===== src/rtl/epass_pkg.sv =====
// Verdict codes, FSM state encodings and verdict normalisation shared by the lane arbiter.
// Latency: n/a (constants and a pure function). Backpressure: n/a.
package epass_pkg;

  localparam logic [1:0] EPASS_PASS = 2'b10;
  localparam logic [1:0] EPASS_REJ  = 2'b01;
  localparam logic [1:0] EPASS_PEND = 2'b00;

  localparam logic [1:0] ST_IDLE   = 2'd0;
  localparam logic [1:0] ST_ISSUE  = 2'd1;
  localparam logic [1:0] ST_WAIT   = 2'd2;
  localparam logic [1:0] ST_REPORT = 2'd3;

  // Anything the engine reports other than a clean pass is a reject at the gate.
  function automatic logic [1:0] epass_norm(input logic [1:0] code);
    return (code == EPASS_PASS) ? EPASS_PASS : EPASS_REJ;
  endfunction

endpackage


===== src/rtl/epass_lane_arbiter_rr_pick.sv =====
// Round-robin picker: first requester at or after ptr; lane 0 always wins with PRIORITY_LANE_EN.
// Latency: combinational. Backpressure: none, caller samples pick only when it can grant.
module rr_pick #(
  parameter int N  = 4,
  parameter int IW = 2
) (
  input  logic [N-1:0]  req,
  input  logic [IW-1:0] ptr,
  output logic [N-1:0]  pick,
  output logic [IW-1:0] idx,
  output logic          any
);

  int j;

  always_comb begin
    pick = '0;
    idx  = '0;
    any  = 1'b0;
    j    = 0;
    for (int off = 0; off < N; off++) begin
      j = int'(ptr) + off;
      if (j >= N) j = j - N;
      if (!any && req[IW'(j)]) begin
        any = 1'b1;
        idx = IW'(j);
      end
    end
`ifdef PRIORITY_LANE_EN
    if (req[0]) idx = '0;
`endif
    if (any) pick = {{(N-1){1'b0}}, 1'b1} << idx;
  end

endmodule


===== src/rtl/epass_lane_arbiter.sv =====
// Shares one E-pass check engine among lanes; PRIORITY_LANE_EN makes lane 0 win arbitration.
// Latency: req -> grant 1 cycle, -> chk_start 2 cycles; chk_done -> lane_res_vld 2 cycles.
// Backpressure: lanes hold lane_req until their result strobe; the engine is never stalled.
module epass_lane_arbiter
  import epass_pkg::*;
#(
  parameter int NUM_LANES   = 4,
  parameter int ID_W        = 16,
  parameter int TIMEOUT_CYC = 1000
) (
  input  logic                      clk,
  input  logic                      reset,
  input  logic [NUM_LANES-1:0]      lane_req,
  input  logic [NUM_LANES*ID_W-1:0] lane_id,
  output logic [NUM_LANES-1:0]      lane_grant,
  output logic [NUM_LANES-1:0]      lane_res_vld,
  output logic [1:0]                lane_res,
  output logic                      lane_timeout,
  output logic                      chk_start,
  output logic [ID_W-1:0]           chk_id,
  input  logic                      chk_done,
  input  logic [1:0]                chk_result
);

  localparam int IW = $clog2(NUM_LANES);
  localparam int TW = $clog2(TIMEOUT_CYC);
  localparam logic [TW-1:0] T_LAST = TW'(TIMEOUT_CYC - 1);

  logic [1:0]           state, state_nxt;
  logic [IW-1:0]        rr_ptr, rr_ptr_nxt, idx_q, idx_nxt;
  logic [TW-1:0]        timer, timer_nxt;
  logic [1:0]           res_q, res_nxt;
  logic                 to_q, to_nxt;
  logic [NUM_LANES-1:0] grant_nxt, res_vld_nxt;
  logic [1:0]           lane_res_nxt;
  logic                 lane_to_nxt, chk_start_nxt;
  logic [ID_W-1:0]      chk_id_nxt;
  logic [NUM_LANES-1:0] pick;
  logic [IW-1:0]        pick_idx;
  logic                 pick_any;

  rr_pick #(.N(NUM_LANES), .IW(IW)) u_pick (
    .req  (lane_req),
    .ptr  (rr_ptr),
    .pick (pick),
    .idx  (pick_idx),
    .any  (pick_any)
  );

  always_ff @(posedge clk) begin
    if (reset) state <= ST_IDLE;
    else       state <= state_nxt;
  end

  always_comb begin
    state_nxt = state;
    case (state)
      ST_IDLE:   if (pick_any) state_nxt = ST_ISSUE;
      ST_ISSUE:  state_nxt = ST_WAIT;
      ST_WAIT:   if (chk_done || timer == T_LAST) state_nxt = ST_REPORT;
      ST_REPORT: state_nxt = ST_IDLE;
      default:   state_nxt = ST_IDLE;
    endcase
  end

  always_comb begin
    grant_nxt     = lane_grant;
    res_vld_nxt   = '0;
    lane_res_nxt  = lane_res;
    lane_to_nxt   = lane_timeout;
    chk_start_nxt = 1'b0;
    chk_id_nxt    = chk_id;
    rr_ptr_nxt    = rr_ptr;
    idx_nxt       = idx_q;
    timer_nxt     = timer;
    res_nxt       = res_q;
    to_nxt        = to_q;
    case (state)
      ST_IDLE: begin
        if (pick_any) begin
          grant_nxt  = pick;
          idx_nxt    = pick_idx;
          chk_id_nxt = lane_id[int'(pick_idx)*ID_W +: ID_W];
        end
      end
      ST_ISSUE: begin
        chk_start_nxt = 1'b1;
        timer_nxt     = '0;
      end
      ST_WAIT: begin
        if (timer != '1) timer_nxt = timer + TW'(1);
        // A verdict arriving on the last allowed cycle still beats the timeout.
        if (chk_done) begin
          res_nxt = epass_norm(chk_result);
          to_nxt  = 1'b0;
        end else if (timer == T_LAST) begin
          res_nxt = EPASS_REJ;
          to_nxt  = 1'b1;
        end
      end
      ST_REPORT: begin
        res_vld_nxt  = lane_grant;
        grant_nxt    = '0;
        lane_res_nxt = res_q;
        lane_to_nxt  = to_q;
        rr_ptr_nxt   = (idx_q == IW'(NUM_LANES - 1)) ? '0 : idx_q + IW'(1);
`ifdef PRIORITY_LANE_EN
        if (idx_q == '0) rr_ptr_nxt = rr_ptr;
`endif
      end
      default: ;
    endcase
  end

  always_ff @(posedge clk) begin
    if (reset) begin
      lane_grant   <= '0;
      lane_res_vld <= '0;
      lane_res     <= EPASS_PEND;
      lane_timeout <= 1'b0;
      chk_start    <= 1'b0;
      chk_id       <= '0;
      rr_ptr       <= '0;
      idx_q        <= '0;
      timer        <= '0;
      res_q        <= EPASS_PEND;
      to_q         <= 1'b0;
    end else begin
      lane_grant   <= grant_nxt;
      lane_res_vld <= res_vld_nxt;
      lane_res     <= lane_res_nxt;
      lane_timeout <= lane_to_nxt;
      chk_start    <= chk_start_nxt;
      chk_id       <= chk_id_nxt;
      rr_ptr       <= rr_ptr_nxt;
      idx_q        <= idx_nxt;
      timer        <= timer_nxt;
      res_q        <= res_nxt;
      to_q         <= to_nxt;
    end
  end

endmodule


===== config.mk =====
export PLATFORM = sky130hd
export DESIGN_NAME = epass_lane_arbiter
export DESIGN_NICKNAME = d
export VERILOG_FILES = /design/src/rtl/epass_pkg.sv /design/src/rtl/epass_lane_arbiter_rr_pick.sv /design/src/rtl/epass_lane_arbiter.sv
export SDC_FILE = /design/constraint.sdc
export NUM_CORES = 1
export LEC_CHECK = 0
export CAP_MARGIN = 15
export CORE_MARGIN = 3
export CORE_UTILIZATION = 56
export DETAILED_ROUTE_END_ITERATION = 8
export DONT_BUFFER_PORTS = 1
export PLACE_DENSITY = 0.76
export RECOVER_POWER = 50
export SYNTH_ARGS = -nofsm -noshare
export SYNTH_HDL_FRONTEND = slang
export SYNTH_SLANG_ARGS = --single-unit

===== constraint.sdc =====
create_clock -name clk -period 5.3 [get_ports clk]
set_clock_uncertainty 0.05 [all_clocks]
set_input_delay 0.265 -clock clk [delete_from_list [all_inputs] [get_ports clk]]
set_output_delay 0.265 -clock clk [all_outputs]
set_load 0.005 [all_outputs]

==> metrics.cfg <==
[run_status]
status = complete, no violations

[final_layout]
diodes = 0
nets = 335
multi_input_area_um2 = 1240
area_growth_pct = 4.22
fillerInstances = 357
seqCellArea_um2 = 941
drive_above_1_share_pct = 7.81

[logic_synthesis]
synth_edf_count = 0
ys_seq_elements = 47
ys.flop_type = dfxtp_1
ys_async_sr_fraction_pct = 0
netlist_area_um2 = 2310
synth_seq_area_share_pct = 40.7
yosys_warnings = 0
synth_nets = 343
synth_cell_types = 45
synth_area_per_cell_um2 = 8.79
synthCells = 263

[grt]
use_met2_pct = 34.6
grt_max_degree = 33
grt_pass1_wl_um = 8870
grtUsageTotal_pct = 21.9
grt.busiest_layer = met2
grtUsageMet1_pct = 28.6
antenna_found_initial = 0
grt_pass1_vias = 1858
gr-total-overflow = 0
grtUsageMet3_pct = 6.33

[worst_setup_path]
end_kind = flip-flop
crit_required_ns = 5.49
crit_type = flip-flop to flip-flop
cp-start-kind = flip-flop
critPathMaxFanout = 8
arrival_ns = 2.22

[sta]
hold_violations = 0
slew_viol_final = 0
setup_tns_ns = 0
relSlewSlack_pct = 53.7
setup_viol = 0
clock.fmax_mhz = 491
final.min_clock_period_ns = 2.04
rsz0062_at_grt = no
worst_slew_pin_slew_ns = 0.695
min_period_over_period_pct = 38.4

[floorplan]
start_util_pct = 60.4
die_area_um2 = 4940
dieWidth_um = 70.3
die_y_um = 70.3
rows = 22
io_pins = 101
core_um2 = 3830

[clock_network]
clock-sinks = 47
post_cts_resized = 0
clk_path_buf_depth = 2
clkLatencyLatePin_ns = 0.30
numCtsBuffers = 5
cts_tree = built
clk_pin_slew_ns = 0.09
cts_setup_buffers = 0
clockRootBuffer = clkbuf_8
hold_buffers = 1
htreeDepth = 2

[detailed_routing]
via_count = 2010
wl_per_cell_um = 17.9
avgViaCountPerCell = 6.61
drt-total-wl_um = 5430
drtIter0Drc = 226
drt-pass1-iter-count = 6
ant_nets = 0
drc = 0

[pwr]
power.density_nw_per_um2 = 434
ir_worst_vdd_mv = 0.239
swShare_pct = 36.2
seq_power_share_pct = 46.9
leakage_uw = 0.000843
p_int_uw = 668
power.switching_uw = 379
p_total_uw = 1050
clkPwrFrac_pct = 21.9
power_frac_comb_pct = 31.2

[placement]
globalplace.congestion = 0.836
hpwl_um = 3920
port_buffers = 0

[flow_run]
maxCapViolCount = 0

[hold_path]
worstHoldPathType = input pin to flip-flop

stage by stage:
stage | util [%] | hold slack, ns | instance area [um2] | setup WS (ns) | cells
floorplan | - | 0.331 | 2310 | 3.56 | 263
global placement | 59.5 | 0.291 | 2280 | 3.25 | 294
detailed placement | 59.5 | 0.291 | 2280 | 3.15 | 294
CTS | 62.6 | 0.0111 | 2390 | 3.13 | 303
global route | 63.0 | 0.00860 | 2410 | 3.06 | 304
finish | 63.0 | 0.0196 | 2410 | 3.26 | 304
path summary, 6_finish.rpt:
path | startpoint | endpoint | slack (ns) | cells after the start
setup / recovery | state[0]$_SDFFE_PP0P_ | timer[9]$_SDFFE_PP0P_ | 3.26 | 6
hold / removal | chk_done | to_q$_SDFFE_PP0P_ | 0.02 | 1
hold reg to reg | res_q[0]$_SDFFE_PP0P_ | res_q[0]$_SDFFE_PP0P_ | 0.40 | 2
setup reg to reg | state[0]$_SDFFE_PP0P_ | timer[9]$_SDFFE_PP0P_ | 3.26 | 6
critical path: stages (launching register included):
cell	delay, ns
dfxtp_1	0.34
inv_1	0.12
ha_1	0.31
inv_1	0.16
a211oi_1	0.61
o21ai_0	0.19
a31oi_1	0.19
registers in the layout, indices dropped and copies added (netlist names), 4 cells and up:
register      flops
timer            10
lane_res_vld      4
lane_grant        4
chk_id           16
power by group through the flow:
stage / registers (uW) / logic [uW] / clock network, uW
3_5_place_dp: 500 / 308 / 0
5_1_grt: 500 / 372 / 248
2_1_floorplan: 479 / 274 / 0
4_1_cts: 492 / 315 / 235
6_report: 490 / 327 / 229
3_3_place_gp: 499 / 296 / 0
layout make-up:
type	instances	share of cell area, %
multi-input cells	190	51.5
flip-flops and latches	47	39.0
clock buffers	6	3.43
well taps	48	2.49
repair buffers	2	1.45
inverters	9	1.40
clock inverters	2	0.675
cell usage in the layout (no fill, tap or decap), types with 2 or more instances in the layout:
cell type  count
a21oi_1       12
a221oi_1       3
a222oi_1      16
a22oi_1        3
a311oi_1      16
a31oi_1        3
and2_1         3
and3_1         2
clkbuf_8       6
dfxtp_1       47
ha_1           7
inv_1          8
mux2i_1        7
nand2_1       21
nand2b_1       9
nand3_1        3
nand4_1        6
nor2_1        42
nor2b_1        2
nor3_1         4
o21ai_0        6
xor2_1         5
synthesized netlist by cell type, types with 2 or more instances:
cell type / count / area, um2
dfxtp_1: 47 / 941
nor2_1: 42 / 158
nand2_1: 21 / 78.8
a222oi_1: 16 / 160
a311oi_1: 16 / 140
a21oi_1: 12 / 60.1
nand2b_1: 9 / 56.3
inv_1: 8 / 30.0
ha_1: 7 / 87.6
mux2i_1: 7 / 70.1
buf_2: 6 / 30.0
nand4_1: 6 / 37.5
o21ai_0: 6 / 30.0
clkbuf_1: 5 / 18.8
xor2_1: 5 / 43.8
and2_1: 4 / 25.0
nor3_1: 4 / 20.0
a221oi_1: 3 / 26.3
a22oi_1: 3 / 22.5
a31oi_1: 3 / 18.8
buf_4: 3 / 22.5
nand3_1: 3 / 15.0
nor2b_1: 3 / 18.8
and3_1: 2 / 12.5
buf_6: 2 / 22.5
per-layer routing:
metal	routed length, um	vias to the layer above
met4	65	0
li1	-	974
met1	2370	953
met5	0	-
met3	373	8
met2	2620	75
cell families (layout without fill, tap and decap cells):
kind of cell | count (synthesis) | in the layout | share of synthesized area, %
muxes | 8 | 8 | 3.52
adders and majority gates | 7 | 7 | 3.79
AOI/OAI and AO/OA | 69 | 69 | 23.7
buffers and inverters | 26 | 19 | 5.74
and+or+nand+nor | 101 | 101 | 20.7
xor gates and xnor gates | 5 | 5 | 1.89
DFF | 47 | 47 | 40.7
(Power assumes the default switching activity.)
